===== src/rtl/vga_timing_pkg.sv =====
// Shared timing constants and helpers for the VGA raster generator.
package vga_timing_pkg;

    // Porch/sync sets for the supported modes (pixels for h, lines for v).
    localparam int M640_H_ACTIVE = 640;
    localparam int M640_H_FP     = 16;
    localparam int M640_H_SYNC   = 96;
    localparam int M640_H_BP     = 48;
    localparam int M640_V_ACTIVE = 480;
    localparam int M640_V_FP     = 10;
    localparam int M640_V_SYNC   = 2;
    localparam int M640_V_BP     = 33;

    localparam int M800_H_ACTIVE = 800;
    localparam int M800_H_FP     = 40;
    localparam int M800_H_SYNC   = 128;
    localparam int M800_H_BP     = 88;
    localparam int M800_V_ACTIVE = 600;
    localparam int M800_V_FP     = 1;
    localparam int M800_V_SYNC   = 4;
    localparam int M800_V_BP     = 23;

    // Length of one full axis period: active, front porch, sync, back porch.
    function automatic int axis_total(input int active, input int fp, input int sync, input int bp);
        return active + fp + sync + bp;
    endfunction

endpackage


===== src/rtl/vga_axis_counter.sv =====
// One raster axis: position counter with wrap flag, plus decodes of the position
// the counter will hold after this cycle, so the top can register them in step.
module vga_axis_counter
    import vga_timing_pkg::*;
#(
    parameter int ACTIVE = 640,
    parameter int FP     = 16,
    parameter int SYNC   = 96,
    parameter int BP     = 48,
    parameter bit POL    = 1'b0,
    parameter int WIN0   = 0,
    parameter int WINW   = 640,
    parameter int CW     = 12
) (
    input  logic          clk,
    input  logic          rst,
    input  logic          step,
    output logic [CW-1:0] pos,
    output logic          wrap,
    output logic          active_next,
    output logic          sync_next,
    output logic          win_next,
    output logic [CW-1:0] rel_next
);

    localparam int TOTAL = axis_total(ACTIVE, FP, SYNC, BP);

    localparam logic [CW-1:0] LAST    = CW'(TOTAL - 1);
    localparam logic [CW-1:0] ACT_END = CW'(ACTIVE);
    localparam logic [CW-1:0] SYNC_LO = CW'(ACTIVE + FP);
    localparam logic [CW-1:0] SYNC_W  = CW'(SYNC);
    localparam logic [CW-1:0] WIN_LO  = CW'(WIN0);
    localparam logic [CW-1:0] WIN_W   = CW'(WINW);

    if (ACTIVE < 1 || FP < 1 || SYNC < 1 || BP < 1) begin : g_bad_interval
        $error("vga_axis_counter: active, porch and sync intervals must all be non-zero");
    end
    if (WIN0 < 0 || WINW < 0 || WIN0 + WINW > ACTIVE) begin : g_bad_window
        $error("vga_axis_counter: window must lie inside the active region");
    end
    if (CW < 2 || CW > 30 || TOTAL >= (1 << CW)) begin : g_bad_width
        $error("vga_axis_counter: axis total does not fit in CW bits");
    end

    logic [CW-1:0] pos_nxt;
    logic [CW-1:0] sync_off;

    assign wrap    = (pos == LAST);
    assign pos_nxt = step ? (wrap ? '0 : pos + CW'(1)) : pos;

    // Offsets below the interval start wrap to large values, so one
    // unsigned compare covers both bounds of each interval.
    assign sync_off    = pos_nxt - SYNC_LO;
    assign rel_next    = win_next ? (pos_nxt - WIN_LO) : '0;
    assign active_next = (pos_nxt < ACT_END);
    assign sync_next   = (sync_off < SYNC_W) ? POL : ~POL;
    assign win_next    = ((pos_nxt - WIN_LO) < WIN_W);

    // Position register; reset parks on the last position so the first step enters 0.
    always_ff @(posedge clk or posedge rst) begin
        if (rst) begin
            pos <= LAST;
        end else begin
            pos <= pos_nxt;
        end
    end

endmodule


===== src/rtl/vga_timing_gen.sv =====
// VGA raster timing generator: pixel clock-enable divider, h/v axis counters,
// registered sync/enable/window outputs aligned with hpos/vpos, and frame count.
module vga_timing_gen
    import vga_timing_pkg::*;
#(
    parameter int CLK_DIV  = 4,
    parameter int H_ACTIVE = M640_H_ACTIVE,
    parameter int H_FP     = M640_H_FP,
    parameter int H_SYNC   = M640_H_SYNC,
    parameter int H_BP     = M640_H_BP,
    parameter int V_ACTIVE = M640_V_ACTIVE,
    parameter int V_FP     = M640_V_FP,
    parameter int V_SYNC   = M640_V_SYNC,
    parameter int V_BP     = M640_V_BP,
    parameter bit H_POL    = 1'b0,
    parameter bit V_POL    = 1'b0,
    parameter int WIN_X0   = 0,
    parameter int WIN_W    = 640,
    parameter int WIN_Y0   = 0,
    parameter int WIN_H    = 480,
    parameter int CW       = 12
) (
    input  logic          clk,
    input  logic          rst,
    input  logic          en,
    output logic          pix_ce,
    output logic          hsync,
    output logic          vsync,
    output logic          de,
    output logic          win_de,
    output logic [CW-1:0] hpos,
    output logic [CW-1:0] vpos,
    output logic [CW-1:0] win_x,
    output logic [CW-1:0] win_y,
    output logic          line_start,
    output logic          frame_start,
    output logic [15:0]   frame_cnt
);

    localparam int DW = (CLK_DIV > 1) ? $clog2(CLK_DIV) : 1;
    localparam logic [DW-1:0] DIV_LAST = DW'(CLK_DIV - 1);

    if (CLK_DIV < 1) begin : g_bad_div
        $error("vga_timing_gen: CLK_DIV must be at least 1");
    end

    logic [DW-1:0] div;
    logic          h_wrap, v_wrap;
    logic          h_act_n, v_act_n;
    logic          h_sync_n, v_sync_n;
    logic          h_win_n, v_win_n, win_n;
    logic [CW-1:0] h_rel_n, v_rel_n;

    // With CLK_DIV==1 the divider never leaves 0, so pix_ce reduces to en.
    assign pix_ce = en && (div == DIV_LAST);
    assign win_n  = h_win_n & v_win_n;

    // Pixel-rate divider; holds its phase while en is low.
    always_ff @(posedge clk or posedge rst) begin
        if (rst) begin
            div <= '0;
        end else if (en) begin
            div <= (div == DIV_LAST) ? '0 : div + DW'(1);
        end
    end

    vga_axis_counter #(
        .ACTIVE (H_ACTIVE),
        .FP     (H_FP),
        .SYNC   (H_SYNC),
        .BP     (H_BP),
        .POL    (H_POL),
        .WIN0   (WIN_X0),
        .WINW   (WIN_W),
        .CW     (CW)
    ) u_h (
        .clk         (clk),
        .rst         (rst),
        .step        (pix_ce),
        .pos         (hpos),
        .wrap        (h_wrap),
        .active_next (h_act_n),
        .sync_next   (h_sync_n),
        .win_next    (h_win_n),
        .rel_next    (h_rel_n)
    );

    vga_axis_counter #(
        .ACTIVE (V_ACTIVE),
        .FP     (V_FP),
        .SYNC   (V_SYNC),
        .BP     (V_BP),
        .POL    (V_POL),
        .WIN0   (WIN_Y0),
        .WINW   (WIN_H),
        .CW     (CW)
    ) u_v (
        .clk         (clk),
        .rst         (rst),
        .step        (pix_ce & h_wrap),
        .pos         (vpos),
        .wrap        (v_wrap),
        .active_next (v_act_n),
        .sync_next   (v_sync_n),
        .win_next    (v_win_n),
        .rel_next    (v_rel_n)
    );

    // Output registers load the decode of the position being entered, keeping them aligned with hpos/vpos.
    always_ff @(posedge clk or posedge rst) begin
        if (rst) begin
            hsync       <= ~H_POL;
            vsync       <= ~V_POL;
            de          <= 1'b0;
            win_de      <= 1'b0;
            win_x       <= '0;
            win_y       <= '0;
            line_start  <= 1'b0;
            frame_start <= 1'b0;
            frame_cnt   <= 16'hFFFF;
        end else if (pix_ce) begin
            hsync       <= h_sync_n;
            vsync       <= v_sync_n;
            de          <= h_act_n & v_act_n;
            win_de      <= win_n;
            win_x       <= win_n ? h_rel_n : '0;
            win_y       <= win_n ? v_rel_n : '0;
            line_start  <= h_wrap;
            frame_start <= h_wrap & v_wrap;
            if (h_wrap & v_wrap) begin
                frame_cnt <= frame_cnt + 16'd1;
            end
        end
    end

endmodule


===== config.mk =====
export PLATFORM = sky130hd
export DESIGN_NAME = vga_timing_gen
export DESIGN_NICKNAME = d
export VERILOG_FILES = /design/src/rtl/vga_timing_pkg.sv /design/src/rtl/vga_axis_counter.sv /design/src/rtl/vga_timing_gen.sv
export SDC_FILE = /design/constraint.sdc
export NUM_CORES = 1
export LEC_CHECK = 0
export BUFFER_PORTS_ARGS = -buffer_cell sky130_fd_sc_hd__buf_2
export CAP_MARGIN = 20
export CORE_MARGIN = 1
export CORE_UTILIZATION = 49
export DETAILED_ROUTE_END_ITERATION = 10
export GPL_ROUTABILITY_DRIVEN = 0
export PLACE_DENSITY_LB_ADDON = 0.3
export SLEW_MARGIN = 0
export SYNTH_ARGS = -nofsm -noshare
export SYNTH_HDL_FRONTEND = slang
export SYNTH_SLANG_ARGS = --single-unit
export TNS_END_PERCENT = 10

===== constraint.sdc =====
create_clock -name clk -period 3.5 [get_ports clk]
set_clock_uncertainty 0.1 [all_clocks]
set_input_delay 0 -clock clk [delete_from_list [all_inputs] [get_ports clk]]
set_output_delay 0 -clock clk [all_outputs]
set_load 0.02 [all_outputs]

# Word-level counts from Yosys, hierarchy flattened
# Index checks and enable logic that the tools add are counted.
word_totals:
  latch_bits: 0
  elab_cells: 40
  input_bits: 3
  ramBits: 0
  out_inout_bits: 71
  mem_bits_ro: 0
  register_bits: 71
  n_memories: 0
op_classes:
  n_lt_le_gt_ge: 4
  div_mod_pow: 0
  eq_ne: 3
  multipliers: 0
  n_bitwise: 3
  n_shift: 0
  reduce_logical: 2
  addsub: 6
  mux: 11
ops:
  columns: ["cell", "n"]
  rows:
  - ["$mux W12", 8]
  - ["$add A12 B1 Y12 const B", 2]
  - ["$eq A12 B10 Y1 const B", 2]
  - ["$add A16 B1 Y16 const B", 1]
  - ["$lt A12 B10 Y1 const B", 1]
  - ["$lt A12 B2 Y1 const B", 1]
  - ["$lt A12 B7 Y1 const B", 1]
  - ["$lt A12 B9 Y1 const B", 1]
  - ["$sub A12 B10 Y12 const B", 1]
  - ["$sub A12 B9 Y12 const B", 1]
  - ["$and A1 B1 Y1", 3]
  - ["$add A2 B1 Y2 const B", 1]
  - ["$eq A2 B2 Y1 const B", 1]
  - ["$mux W1", 2]
  - ["$mux W2", 1]
  - ["$reduce_and A2 Y1", 1]
  - ["$logic_and A1 B1 Y1", 1]

# Logic depth before layout (Yosys ltp)
depth:
  depth_word: 7
  mapped_depth: 15
  mapped_depth_nobuf: 14

# Modules after synthesis
# From an unflattened synthesis, not the netlist that was laid out.
unflattened:
  hier_cells: 343
  area_unflattened_um2: 3691.0
modules_own_cells:
  columns: ["module", "area_per_inst_um2", "cells_each", "seq_area_each_um2", "instances"]
  rows:
  - ["vga_timing_gen", 1914.3, 138, 1223.7, 1]
  - ["vga_axis_counter (u_v)", 937.1, 104, 304.0, 1]
  - ["vga_axis_counter (u_h)", 839.6, 101, 309.0, 1]

# Worst setup path before layout
# No wires, ideal clock.
synth_path:
  kind: "reg2reg"
  from: "register u_h.pos[0]"
  to: "register win_y[1]"
  period_less_slack_ns: 3.200
  setup_slack_ns: 0.300
  t_arrival_ns: 3.008
  n_path_buf: 2
  setup_ns: 0.092
  path_stages_with_launch: 12
  t_required_ns: 3.308
  path_cell_list: "dfstp_2 > ha_1 > and4_4 > buf_6 > and4_4 > nand3_2 > xor2_2 > inv_2 > or4_1 > or4_1 > buf_4 > o31ai_2"
synth_via:
  elab_chain_len: 6
  word_cells_on_any_way: 11
  classes_between: "add/sub (1); order compare (2); eq/ne (1); mux (5); bitwise (2)"
synth_lines:
  columns: ["element", "line", "text"]
  rows:
  - ["start, declared", "vga_axis_counter.sv:18", "output logic [CW-1:0] pos,"]
  - ["start signal, assigned", "vga_axis_counter.sv:64", "pos <= pos_nxt;"]
  - ["$eq A12 B10 Y1 (*)", "vga_axis_counter.sv:48", "assign wrap = (pos == LAST);"]
  - ["$and A1 B1 Y1 (*)", "vga_timing_gen.sv:100", ".step (pix_ce & h_wrap),"]
  - ["$mux W12 (*)", "vga_axis_counter.sv:49", "assign pos_nxt = step ? (wrap ? '0 : pos + CW'(1)) : pos;"]
  - ["net u_v.pos_nxt[10]", "vga_axis_counter.sv:45", "logic [CW-1:0] pos_nxt;"]
  - ["$lt A12 B9 Y1 (*)", "vga_axis_counter.sv:57", "assign win_next = ((pos_nxt - WIN_LO) < WIN_W);"]
  - ["$mux W12 or $and A1 B1 Y1 (tied branches)", "vga_axis_counter.sv:54, vga_timing_gen.sv:56", null]
  - ["$mux W12 (*)", "vga_timing_gen.sv:127", "win_y <= win_n ? v_rel_n : '0;"]
  - ["end signal, assigned", "vga_timing_gen.sv:127", null]
  - ["end, declared", "vga_timing_gen.sv:34", "output logic [CW-1:0] win_y,"]
# The timed path passes the listed nets; every way through them passes the cells marked *.
# A chain may end at the register's enable or synchronous reset.

# Worst setup path in the final report
layout_path:
  from: "register u_h.pos[0]"
  to: "register win_x[8]"
layout_via:
  elab_chain_len: 6
  word_cells_on_any_way: 11
  classes_between: "add/sub (1); order compare (2); eq/ne (1); mux (5); bitwise (2)"
layout_lines:
  columns: ["element", "line", "text"]
  rows:
  - ["$eq A12 B10 Y1", "vga_axis_counter.sv:48", null]
  - ["$and A1 B1 Y1", "vga_timing_gen.sv:100", null]
  - ["$mux W12", "vga_axis_counter.sv:49", null]
  - ["net u_v.pos_nxt[10]", "vga_axis_counter.sv:45", null]
  - ["$lt A12 B9 Y1", "vga_axis_counter.sv:57", null]
  - ["$and A1 B1 Y1", "vga_timing_gen.sv:56", "assign win_n = h_win_n & v_win_n;"]
  - ["$mux W12", "vga_timing_gen.sv:126", "win_x <= win_n ? h_rel_n : '0;"]
  - ["end signal, assigned", "vga_timing_gen.sv:126", null]
  - ["end, declared", "vga_timing_gen.sv:33", "output logic [CW-1:0] win_x,"]
# The timed path passes the listed nets, and every way through them passes these cells.

==> reports/metrics.csv <==
stage,metric,value,unit
outcome,status,finished clean,
synth,synthFlopType,dfrtp_1,
place,dpl.hpwl,6310,um
place,placed_cells,521,
global_routing,track_usage,0.241,
timing,slew_viol_final,0,
global_routing,overflow,0,
power,power_density,468,nW/um^2
die,rows,30,
worst_setup_path,worstPathRequired,3.64,ns
power,power_frac_clock,0.332,
final_layout,area_growth_syn_to_layout,20.6,%
final_layout,drive_above_1_share,0.354,
synth,ys_seq_area_frac,0.503,
final_layout,nNetsFinal,449,
timing,finalHoldViolations,0,
cts,postCtsSetupBuffers,0,
synth,synth_area,3600,sq um
die,coreArea,6940,sq um
power,swShare,0.314,
global_routing,grt_max_degree,51,
drt,vias,2962,
drt,drc_errors,0,
synth,synth.most_common_cell,nand2_1,
worst_setup_path,worstSetupPathType,register to register,
place,port-buffer-count,73,
cts,cts.clk_slew.worst_paths,0.08,ns
cts,clk_latency,0.35,ns
synth,synthCells,354,
cts,cts_sinks,71,
final_layout,antenna_cells,0,
timing,rsz0062_at_grt,no,
power,cellLeakagePower,2.14,nW
synth,async_flop_share,1.00,
hold_path,min_path_type,primary input to async pin,
synth,synth_top_area_share,0.299,
synth,synthesis.nets,364,
synth,netlist_top_cells_area,"dfrtp_1, dfstp_2, nand2_1",
final_layout,nFillCells,598,
timing,clock.fmax,302,MHz
cts,cts_tree,yes,
die,chipWidth,87.7,um
power,switching_power,639,uW
timing,period_needed,3.31,ns
final_layout,fin_cells,540,
worst_setup_path,arrival,3.45,ns
worst_setup_path,critPathLaunch,u_h.pos[0]$_DFF_PP1_,
worst_setup_path,r2r-start,u_h.pos[0]$_DFF_PP1_,
global_routing,antenna_found_initial,0,
timing,fin_hold_ws,0.0749,ns
drt,avgRoutedWirePerCell,16.0,um
drt,drtPass1Iterations,5,
worst_setup_path,worstPathMaxFanout,20,
synth,synth_seq_cells,71,
power,intPower,1.40,mW
job,drv_cap,0,
timing,setup_violations,0,
worst_setup_path,start_kind,register,
worst_setup_path,critPathSlowestCell,dfstp_2,
synth,synth_area_leader_cell,dfrtp_1,
drt,routed_wl,8640,um
drt,drtIter0Drc,212,
synth,synth-edff-count,0,
synth,yosysUniqueCellTypes,53,
power,power_frac_comb,0.188,
die,start_util,0.519,
timing,layout_worst_path_cycle_share,0.947,
die,die_h,87.7,um
synth,yosys-top-cells-count,"nand2_1, dfrtp_1, dfstp_2, nor2_1, inv_1",
cts,clock_tree.buffer_depth,2,
power,finalPower,2.03,mW
place,placed_area,4090,sq um
die,die_area,7700,sq um
power,p_seq_frac,0.480,
global_routing,grt_pass1_vias,2847,
cts,root_buffer,clkbuf_8,
worst_setup_path,crit_chain,ha_1 > and4_4 > and4_4 > nand3_2 > xor2_2 > inv_2 > or4_1 > or4_1 > buf_4 > o41ai_2,
cts,cts_htree_levels,3,
timing,relSlewSlack,0.682,
timing,worst_pin_slew,0.476,ns
die,io_pins,74,
timing,final.setup.tns,0,ns
cts,numCtsBuffers,9,
power,ir_worst_vdd,0.386,mV
synth,ys.warnings.count,0,
worst_setup_path,max_stage_delay,0.59,ns
drt,ant_nets,0,
worst_setup_path,reg2reg_depth,10,
drt,vias_per_cell,5.49,
final_layout,post-route-cell-area,4350,sq um
global_routing,grt_pass1_wl,14000,um
worst_setup_path,end_kind,register,
synth,synth.avg_cell_area,10.2,sq um
[per-layer routing]
layer  up-vias  share of wire  routed length [um]  track usage
met1      1420           0.45                3850        0.322
li1       1409              -                   -            -
met3        12          0.066                 567       0.0537
met5         -              0                   0            0
met4         0          0.015                 126       0.0924
met2       121           0.47                4090        0.385
[area by class of cell]
class,count,area (sq um),area share
Sequential cell,71,1810,0.417
Multi-Input combinational cell,248,1640,0.377
Timing Repair Buffer,87,488,0.112
Clock buffer,10,138,0.0317
Tap cell,96,120,0.0276
Inverter,22,82.6,0.0190
Clock inverter,6,68.8,0.0158
[cell families after synthesis]
| kind of cell | after synthesis | share of synthesized area |
|---|---|---|
| simple gates | 146 | 0.206 |
| flops | 71 | 0.503 |
| compound gates | 57 | 0.126 |
| buf+inv | 35 | 0.0441 |
| xor+xnor | 34 | 0.0848 |
| fa+ha+maj | 7 | 0.0243 |
| mux | 4 | 0.0122 |
[cells in the final DEF (no fill, tap or decap), types with 12 or more instances in the layout]
cell and instances:
buf_2 73, nand2_1 54, dfrtp_1 43, dfstp_2 28
nor2_1 22, inv_1 20, xnor2_1 18, nand3_1 17
xor2_1 15, o31ai_2 12
[critical path, delay by kind of cell, from the launching register on]
family / cells / cell delay, ns
xor+xnor: 1 / 0.25
buf+inv: 2 / 0.30
flops: 1 / 0.59
compound gates: 1 / 0.23
simple gates: 5 / 1.54
fa+ha+maj: 1 / 0.21
[flip-flops by register name, summed over array words and instances (netlist names), 2 cells and up]
name,flops
u_v.pos,12
win_x,12
frame_cnt,16
div,2
u_h.pos,12
win_y,12
[path summary, 6_finish.rpt]
check / slack, ns / to
setup / recovery: 0.19 / win_x[8]$_DFFE_PP0N_
hold / removal: 0.07 / u_v.pos[0]$_DFF_PP0_
setup reg to reg: 0.19 / win_x[8]$_DFFE_PP0N_
hold reg to reg: 0.38 / win_y[9]$_DFFE_PP0N_
max in group asynchronous: 2.32 / u_h.pos[9]$_DFF_PP1_
min in group clk: 0.38 / win_y[9]$_DFFE_PP0N_
[per-stage QoR]
step / worst slack (ns) / util
after detailed placement: 0.212 / 0.590
after CTS: 0.196 / 0.622
after global placement: 0.313 / 0.590
after global routing: 0.00600 / 0.626
final: 0.185 / 0.626
after floorplan: 0.300 / -
[timing repair]
item | 4_1_cts | 5_1_grt
resized for setup | 0 | 2
endpoints found under the setup margin | 0 | 1
hold buffers | 2 | 0
hold endpoints to repair | 28 | 0
[power by group through the flow]
stage | sequential, mW | clock [mW] | combinational (mW)
floorplan | 1.06 | 0 | 0.190
global placement | 0.985 | 0 | 0.374
detailed placement | 0.989 | 0 | 0.385
CTS | 0.975 | 0.697 | 0.387
global route | 0.989 | 0.729 | 0.423
finish | 0.976 | 0.675 | 0.383
Note: power is estimated with default switching activity, not from simulation.
